## config.mk

```make
export PLATFORM = sky130hd
export DESIGN_NAME = traffic_light_monitor
export DESIGN_NICKNAME = d
export VERILOG_FILES = /design/src/rtl/traffic_light_pkg.sv /design/src/rtl/tl_phase_decode.sv /design/src/rtl/traffic_light_monitor.sv
export SDC_FILE = /design/constraint.sdc
export NUM_CORES = 1
export LEC_CHECK = 0
export ABC_AREA = 0
export CAP_MARGIN = 30
export CORE_ASPECT_RATIO = 0.5
export CORE_MARGIN = 5
export CORE_UTILIZATION = 54
export CTS_BUF_LIST = sky130_fd_sc_hd__clkbuf_8
export DETAILED_ROUTE_END_ITERATION = 8
export PLACE_DENSITY = 0.89
export SLEW_MARGIN = 20
export SYNTH_ARGS = -nofsm -noshare
export SYNTH_HDL_FRONTEND = slang
export SYNTH_SLANG_ARGS = --single-unit
```

## constraint.sdc

```tcl
create_clock -name clk -period 3.4 [get_ports clk]
set_input_delay 0.51 -clock clk [delete_from_list [all_inputs] [get_ports clk]]
set_output_delay 0.51 -clock clk [all_outputs]
set_load 0.05 [all_outputs]
```

## src/rtl/traffic_light_pkg.sv

```systemverilog
// Shared constants for the traffic light controller and its monitor:
// LED bit map, phase encodings, error-bit indices and the monitor FSM states.
package traffic_light_pkg;

    localparam int LED_NS_R    = 0;
    localparam int LED_NS_Y    = 1;
    localparam int LED_NS_G    = 2;
    localparam int LED_NS_LEFT = 3;
    localparam int LED_EW_R    = 4;
    localparam int LED_EW_Y    = 5;
    localparam int LED_EW_G    = 6;
    localparam int LED_EW_LEFT = 7;
    localparam int LED_NS_WALK = 8;
    localparam int LED_EW_WALK = 9;

    localparam logic [9:0] PAT_ALLRED  = 10'((1 << LED_NS_R) | (1 << LED_EW_R));
    localparam logic [9:0] PAT_NS_GO   = 10'((1 << LED_NS_G) | (1 << LED_EW_R) | (1 << LED_NS_WALK));
    localparam logic [9:0] PAT_NS_LEFT = 10'((1 << LED_NS_R) | (1 << LED_NS_LEFT) | (1 << LED_EW_R));
    localparam logic [9:0] PAT_NS_YEL  = 10'((1 << LED_NS_Y) | (1 << LED_EW_R));
    localparam logic [9:0] PAT_EW_GO   = 10'((1 << LED_NS_R) | (1 << LED_EW_G) | (1 << LED_EW_WALK));
    localparam logic [9:0] PAT_EW_LEFT = 10'((1 << LED_NS_R) | (1 << LED_EW_R) | (1 << LED_EW_LEFT));
    localparam logic [9:0] PAT_EW_YEL  = 10'((1 << LED_NS_R) | (1 << LED_EW_Y));

    localparam logic [2:0] PH_ALLRED  = 3'd0;
    localparam logic [2:0] PH_NS_GO   = 3'd1;
    localparam logic [2:0] PH_NS_LEFT = 3'd2;
    localparam logic [2:0] PH_NS_YEL  = 3'd3;
    localparam logic [2:0] PH_EW_GO   = 3'd4;
    localparam logic [2:0] PH_EW_LEFT = 3'd5;
    localparam logic [2:0] PH_EW_YEL  = 3'd6;
    localparam logic [2:0] PH_UNKNOWN = 3'd7;

    localparam int ERR_PATTERN = 0;
    localparam int ERR_SEQ     = 1;
    localparam int ERR_YELLOW  = 2;
    localparam int ERR_ALLRED  = 3;

    typedef enum logic [1:0] {
        S_INIT  = 2'd0,
        S_TRACK = 2'd1,
        S_FAULT = 2'd2
    } mon_state_t;

    function automatic logic legal_successor(input logic [2:0] from_ph,
                                             input logic [2:0] to_ph,
                                             input logic       allow_skip);
        case (from_ph)
            PH_ALLRED:  return (to_ph == PH_NS_GO) || (to_ph == PH_EW_GO);
            PH_NS_GO:   return (to_ph == PH_NS_LEFT) || (allow_skip && (to_ph == PH_NS_YEL));
            PH_NS_LEFT: return (to_ph == PH_NS_YEL);
            PH_NS_YEL:  return (to_ph == PH_ALLRED);
            PH_EW_GO:   return (to_ph == PH_EW_LEFT) || (allow_skip && (to_ph == PH_EW_YEL));
            PH_EW_LEFT: return (to_ph == PH_EW_YEL);
            PH_EW_YEL:  return (to_ph == PH_ALLRED);
            default:    return 1'b0;
        endcase
    endfunction

endpackage

```

## src/rtl/tl_phase_decode.sv

```systemverilog
// Exact-match decode of the 10-bit LED bus into a phase index; anything
// that is not one of the seven legal patterns decodes to PH_UNKNOWN.
module tl_phase_decode
    import traffic_light_pkg::*;
(
    input  logic [9:0] pattern,
    output logic [2:0] phase
);

    always_comb begin
        phase = PH_UNKNOWN;
        case (pattern)
            PAT_ALLRED:  phase = PH_ALLRED;
            PAT_NS_GO:   phase = PH_NS_GO;
            PAT_NS_LEFT: phase = PH_NS_LEFT;
            PAT_NS_YEL:  phase = PH_NS_YEL;
            PAT_EW_GO:   phase = PH_EW_GO;
            PAT_EW_LEFT: phase = PH_EW_LEFT;
            PAT_EW_YEL:  phase = PH_EW_YEL;
            default:     phase = PH_UNKNOWN;
        endcase
    end

endmodule

```

## src/rtl/traffic_light_monitor.sv

```systemverilog
// Passive checker of the CU light bus: tracks phase and dwell, and raises
// sticky errors for illegal patterns, bad ordering and short yellow/all-red.
module traffic_light_monitor
    import traffic_light_pkg::*;
#(
    parameter int DW              = 16,
    parameter int MIN_YELLOW      = 30,
    parameter int MIN_ALLRED      = 10,
    parameter int ALLOW_LEFT_SKIP = 1
) (
    input  logic          clk,
    input  logic          rst,
    input  logic [9:0]    light,
    input  logic          seq_check_en,
    input  logic          clr_err,
    output logic [2:0]    phase,
    output logic          phase_chg,
    output logic [DW-1:0] dwell,
    output logic [DW-1:0] last_dwell,
    output logic [3:0]    err_flags,
    output logic          err_any
);

    localparam logic [DW-1:0] MIN_YEL_C = DW'(MIN_YELLOW);
    localparam logic [DW-1:0] MIN_AR_C  = DW'(MIN_ALLRED);
    localparam logic          SKIP_OK   = (ALLOW_LEFT_SKIP != 0);

    function automatic logic [DW-1:0] sat_inc(input logic [DW-1:0] v);
        return (&v) ? v : v + DW'(1);
    endfunction

    mon_state_t    state, state_n;
    logic [9:0]    light_q;
    logic          vld_p0;
    logic [2:0]    dec_phase;
    logic [2:0]    phase_n;
    logic          chg_n;
    logic [DW-1:0] dwell_n, last_n;
    logic [3:0]    err_set, err_n;

    // Stage 0: register the bus; vld_p0 marks light_q as holding post-reset data
    always_ff @(posedge clk) begin
        if (!rst) begin
            light_q <= '0;
            vld_p0  <= 1'b0;
        end else begin
            light_q <= light;
            vld_p0  <= 1'b1;
        end
    end

    tl_phase_decode u_decode (
        .pattern (light_q),
        .phase   (dec_phase)
    );

    // Stage 1: FSM, dwell tracking and error detection on the decoded phase
    always_comb begin
        state_n = state;
        phase_n = phase;
        chg_n   = 1'b0;
        dwell_n = dwell;
        last_n  = last_dwell;
        err_set = '0;
        if (vld_p0) begin
            if (dec_phase == PH_UNKNOWN) begin
                err_set[ERR_PATTERN] = 1'b1;
                phase_n = PH_UNKNOWN;
                dwell_n = '0;
                chg_n   = (phase != PH_UNKNOWN);
                if (state == S_TRACK)
                    last_n = dwell;
                state_n = S_FAULT;
            end else if (state != S_TRACK) begin
                // Entry and re-sync: no ordering or dwell judgement on a phase never seen start
                phase_n = dec_phase;
                dwell_n = DW'(1);
                chg_n   = 1'b1;
                state_n = S_TRACK;
            end else if (dec_phase == phase) begin
                dwell_n = sat_inc(dwell);
            end else begin
                phase_n = dec_phase;
                dwell_n = DW'(1);
                last_n  = dwell;
                chg_n   = 1'b1;
                if (seq_check_en && !legal_successor(phase, dec_phase, SKIP_OK))
                    err_set[ERR_SEQ] = 1'b1;
                if (((phase == PH_NS_YEL) || (phase == PH_EW_YEL)) && (dwell < MIN_YEL_C))
                    err_set[ERR_YELLOW] = 1'b1;
                if ((phase == PH_ALLRED) && (dwell < MIN_AR_C))
                    err_set[ERR_ALLRED] = 1'b1;
            end
        end
        err_n = (err_flags & ~{4{clr_err}}) | err_set;
    end

    always_ff @(posedge clk) begin
        if (!rst) begin
            state      <= S_INIT;
            phase      <= PH_UNKNOWN;
            phase_chg  <= 1'b0;
            dwell      <= '0;
            last_dwell <= '0;
            err_flags  <= '0;
        end else begin
            state      <= state_n;
            phase      <= phase_n;
            phase_chg  <= chg_n;
            dwell      <= dwell_n;
            last_dwell <= last_n;
            err_flags  <= err_n;
        end
    end

    assign err_any = |err_flags;

endmodule

```

After elaboration in Yosys (flattened, before gate mapping)
Index checks and enable logic that the tools add are counted.

storage, ports and cells
  register bits = 53
  bits of input ports = 14
  output and inout bits = 41

cells by class
  $add $sub $neg = 1
  $lt $le $gt $ge = 2
  equal/unequal tests = 29
  multiplexer cells = 31
  bitwise logic cells = 3
  reductions and logical operators = 19

operator list
  operator                                               count
  2-to-1 mux 16 bit                                      8
  equality test 10 x 5 -> 1 bit (second input constant)  3
  equality test 3 bit (second input constant)            7
  one-hot mux 3 bit (7 select lines)                     1
  2-to-1 mux 3 bit                                       6
  adder 16 x 1 -> 16 bit (second input constant)         1
  < comparator 16 x 4 -> 1 bit (second input constant)   1
  < comparator 16 x 5 -> 1 bit (second input constant)   1
  AND reduction 16 bit                                   1
  equality test 3 x 2 -> 1 bit (second input constant)   4
  2-to-1 mux 1 bit                                       12
  equality test 10 bit (second input constant)           1
  equality test 10 x 6 -> 1 bit (second input constant)  1
  equality test 10 x 8 -> 1 bit (second input constant)  1
  equality test 10 x 9 -> 1 bit (second input constant)  1
  AND reduction 2 bit                                    4
  equality test 3 x 1 -> 1 bit (second input constant)   2
  zero test 3 bit                                        2
  != test 3 bit (second input constant)                  2
  one-hot mux 1 bit (6 select lines)                     1
  bitwise AND 4 bit                                      1
  logical OR 1 bit                                       4
  2-to-1 mux 2 bit                                       2
  2-to-1 mux 4 bit                                       1
  other kinds (13)                                       17

Logic depth before layout (Yosys ltp)
  depth after elaboration = 17
  depth in mapped cells = 11
  gate-level depth less buffers = 9

By module
Synthesis repeated with hierarchy kept, for this count alone.

second synthesis, totals
  cell total of the unflattened synthesis = 303
  area total of the unflattened synthesis = 2582.5 µm²

modules (own cells, without submodules)
  module                 instances  cells an instance  area each (µm²)  seq. area each (µm²)
  traffic_light_monitor  1          277                2381.0           1061.0
  tl_phase_decode        1          26                 201.4            0.0

Worst setup path after synthesis
No wires, ideal clock.

  path type = reg-to-reg
  start point = reg dwell[7]
  end point = reg dwell[5]
  library setup time = 0.070 ns
  arrival = 2.603 ns
  required time = 3.330 ns
  path slack = 0.727 ns
  cell stages (with the launch flop) = 12
  clock period less this slack = 2.673 ns
  cell sequence = dfxtp_1 > clkbuf_1 > and4_1 > nand4_1 > o21a_1 > a211oi_1 > nor4b_2 > a31o_1 > buf_6 > buf_2 > o21ai_0 > a21oi_1

between the ends
  longest elaborated chain between the ends = 3

RTL lines
  what                           RTL line                      RTL
  from (decl)                    traffic_light_monitor.sv:18   output logic [DW-1:0] dwell,
  from (signal assigned)         traffic_light_monitor.sv:110  dwell <= dwell_n;
  AND reduction 16 bit           traffic_light_monitor.sv:29   return (&v) ? v : v + DW'(1);
  != test 4 bit (no line)        --
  AND reduction 2 bit (no line)  --

No other way between the ends.
A chain may end at the register's enable or synchronous reset.

Final worst setup path
  start point = reg light_q[9]
  end point = reg dwell[10]

between the ends
  longest elaborated chain between the ends = 6
  elaborated cells on any way between the ends = 15
  classes of those cells = 10 x eq/ne; 4 x mux; 1 x reduce/logical

RTL lines
  what                                                   RTL line                     RTL
  from (decl)                                            traffic_light_monitor.sv:33  logic [9:0] light_q;
  from (signal assigned)                                 traffic_light_monitor.sv:47  light_q <= light;
  equality test 10 x 6 -> 1 bit (tied with other cells)  tl_phase_decode.sv:12        case (pattern)
  one-hot mux 3 bit (7 select lines) (*)                 tl_phase_decode.sv:12
  equality test 3 bit                                    traffic_light_monitor.sv:80  end else if (dec_phase == phase) begin
  2-to-1 mux 16 bit                                      traffic_light_monitor.sv:80
  2-to-1 mux 16 bit                                      traffic_light_monitor.sv:74  end else if (state != S_TRACK) begin
  2-to-1 mux 16 bit                                      traffic_light_monitor.sv:66  if (dec_phase == PH_UNKNOWN) begin

Every way passes the cells marked *; elsewhere a longest branch is shown, timed or not.

==> flow_summary.json <==
{
  "finalPower_mw": 1.19,
  "r2r_cells": 8,
  "finalSetupViolCount": 0,
  "period_share": 0.854,
  "synthMuxAreaShare": 0.0606,
  "grt_pass1_wl_um": 11500,
  "ys_seq_elements": 53,
  "avgRoutedWirePerCell_um": 15.6,
  "grt_start_max_net_pins": 61,
  "reg2reg_setup_slack_ns": 0.50,
  "fill_cells": 394,
  "crit_type": "reg2reg",
  "grt_pass1_vias": 2469,
  "root_buffer": "clkbuf_8",
  "p_seq_frac": 0.542,
  "clk_pin_slew_ns": 0.10,
  "syn_inst": 329,
  "synth_compound_area_frac": 0.185,
  "power.combinational.fraction": 0.097,
  "clk_latency_ns": 0.32,
  "slew_headroom": 0.460,
  "peakVddDrop_uv": 189,
  "yosys.area.top_type_share": 0.378,
  "switching_share": 0.246,
  "switchingPower_uw": 294,
  "cts_tree": "yes",
  "setup.worst_path.end": "dwell[10]",
  "initial_core_util": 0.564,
  "core_area_um2": 4980,
  "syn2layout_area_growth_pct": 24.2,
  "place.gp.congestion": 0.927,
  "ys_seq_area_frac": 0.378,
  "htreeDepth": 2,
  "layout_setup_ws_ns": 0.495,
  "cp-startpoint": "light_q[9]",
  "r2r-end": "dwell[10]",
  "postLayoutCellArea_um2": 3490,
  "layout.nets": 391,
  "cts_made_buffers": 5,
  "io_buffers": 54,
  "rsz0062_at_grt": "false",
  "synth-xor-area-share": 0.0183,
  "holdPathStages": 2,
  "synthAdderAreaFrac": 0.00446,
  "synth_ff_type": "dfxtp_1",
  "drt_iter0_drc": 285,
  "slew_violations": 0,
  "min_period_ns": 2.90,
  "grt.overflow.total": 0,
  "setup_tns_ns": 0,
  "synth.area.top_cells": "dfxtp_1 (38%), nand2_1 (6.6%), mux2i_1 (6.1%)",
  "ios": 55,
  "synth-async-reset-ratio": 0,
  "crit_fanout": 20,
  "yosysTopAreaCell": "dfxtp_1",
  "vias": 2717,
  "chipWidth_um": 112,
  "synth_top_family_by_area": "simple AND/OR/NAND/NOR gates",
  "rows": 18,
  "leakage_nw": 1.18,
  "grtUsageTotal": 0.208,
  "outcome": "complete, no violations",
  "syn_nets": 344,
  "crit_arrival_ns": 3.15,
  "n_antenna_cell": 0,
  "powerDensity_nw_per_um2": 342,
  "avgSynthCellArea_um2": 8.53,
  "postCtsHoldBufs": 0,
  "hold_violations": 0,
  "die_area_um2": 6830,
  "pre_cts_slack_ns": 0.621,
  "fp.dieH_um": 61.0,
  "cts_sinks": 53,
  "p_int_uw": 898,
  "drive_above_1_share": 0.0690,
  "dpl.cell_count": 439,
  "worstHoldPathType": "reg2reg",
  "cts_buffer_depth": 2,
  "cts_resized": 0,
  "p_clk_frac": 0.361,
  "via_per_inst": 6.08,
  "finClkSkew_ns": 0.0142,
  "synth_edf_count": 0,
  "fmax_mhz": 344,
  "yosys.area_share.simple": 0.313,
  "startpoint_type": "register",
  "worstPathRequired_ns": 3.64,
  "critPathCaptureType": "register",
  "r2r_start": "light_q[9]",
  "tightestPinTransition_ns": 0.804,
  "drc_errors": 0,
  "synth.distinct_cells": 58,
  "place_area_um2": 3370,
  "drt-total-wl_um": 6980,
  "yosysWarnings": 0,
  "dpl.hpwl_um": 4980,
  "finalNonFillerCells": 447,
  "syn_area_um2": 2810,
  "antenna_found_initial": 0,
  "ant_nets": 0,
  "post-cts-setup-buffer-count": 0,
  "maxCapViolCount": 0,
  "dr.pass1.iters": 5
}
[cell usage in the layout, fill, tap and decap left out, drive strengths merged, types with 4 or more instances in the layout]
cell and instances:
a21boi 4, buf 5, nand2b 4, nand3 8
o21ai 14, mux2i 17, nor3 11, or3 4
a21oi 15, and3 9, nor2 11, nor4 6
clkdlybuf4s50 53, dfxtp 53, clkbuf 5, o31ai 7
and2 15, o21a 4, nor2b 4, inv 8
a211oi 4, or4 10, o211ai 5, nand4 9
nand2 49
[worst min path at each step]
stage | startpoint | slack, ns | end
after floorplan | state[1] | 0.45 | state[1]
after global placement | last_dwell[11] | 0.44 | last_dwell[11]
after detailed placement | last_dwell[8] | 0.45 | last_dwell[8]
after CTS | last_dwell[8] | 0.47 | last_dwell[8]
after global routing | last_dwell[14] | 0.48 | last_dwell[14]
final | last_dwell[2] | 0.46 | last_dwell[2]
[flip-flops by register name, summed over array words and instances, names as in the netlist]
signal / cells
dwell: 16
err_flags: 4
last_dwell: 16
phase_chg: 1
phase: 3
state: 2
vld_p0: 1
light_q: 10
[layer usage]
layer,share of wire,track usage
met5,0,0
met4,0.019,0.0925
met3,0.078,0.0488
met2,0.47,0.365
met1,0.43,0.253
[power groups by stage]
stage | combinational (mW) | clock, mW | sequential [mW]
3_5_place_dp | 0.114 | 0 | 0.660
2_1_floorplan | 0.0698 | 0 | 0.666
6_report | 0.115 | 0.430 | 0.646
3_3_place_gp | 0.112 | 0 | 0.658
4_1_cts | 0.115 | 0.437 | 0.645
5_1_grt | 0.124 | 0.468 | 0.648
[layout make-up]
cell class                 instances  area (um^2)  area share
clock buffer                       5         68.8      0.0197
tap                               70         87.6      0.0251
timing repair buffer              58          566       0.162
sequential                        53         1060       0.304
inverter                           7         26.3     0.00754
clock inverter                     3         42.5      0.0122
multi-input combinational        251         1630       0.469
[logic make-up (layout without fill, tap and decap cells)]
family,Yosys count,in the layout
buf+inv,25,73
mux,17,17
simple gates,159,159
compound gates,69,69
xor+xnor,5,5
fa+ha+maj,1,1
flops,53,53
[critical path, cell delays in order, from the launching register on]
cell and delay [ns]:
dfxtp_1 0.36, nor4_1 0.54, o211ai_1 0.23, o21ai_2 0.23
xor2_2 0.28, nor2_1 0.09, a31o_1 0.41, or4_1 0.53
a21oi_1 0.17
[Yosys cell counts (all sizes together) (5+ instances only)]
cell type and n:
nor2 11, nand2 49, clkbuf 12, nor3 11
nand3 8, dfxtp 53, nor4 6, nand4 9
inv 7, buf 6, a21oi 15, o31ai 7
and2 15, o211ai 5, o21ai 14, mux2i 17
or4 10, and3 9
[per-stage QoR]
stage	utilization	hold slack [ns]
final	0.700	0.464
after global routing	0.700	0.485
after CTS	0.700	0.466
after detailed placement	0.678	0.452
after global placement	0.678	0.442
after floorplan	-	0.452
(Power assumes the default switching activity.)
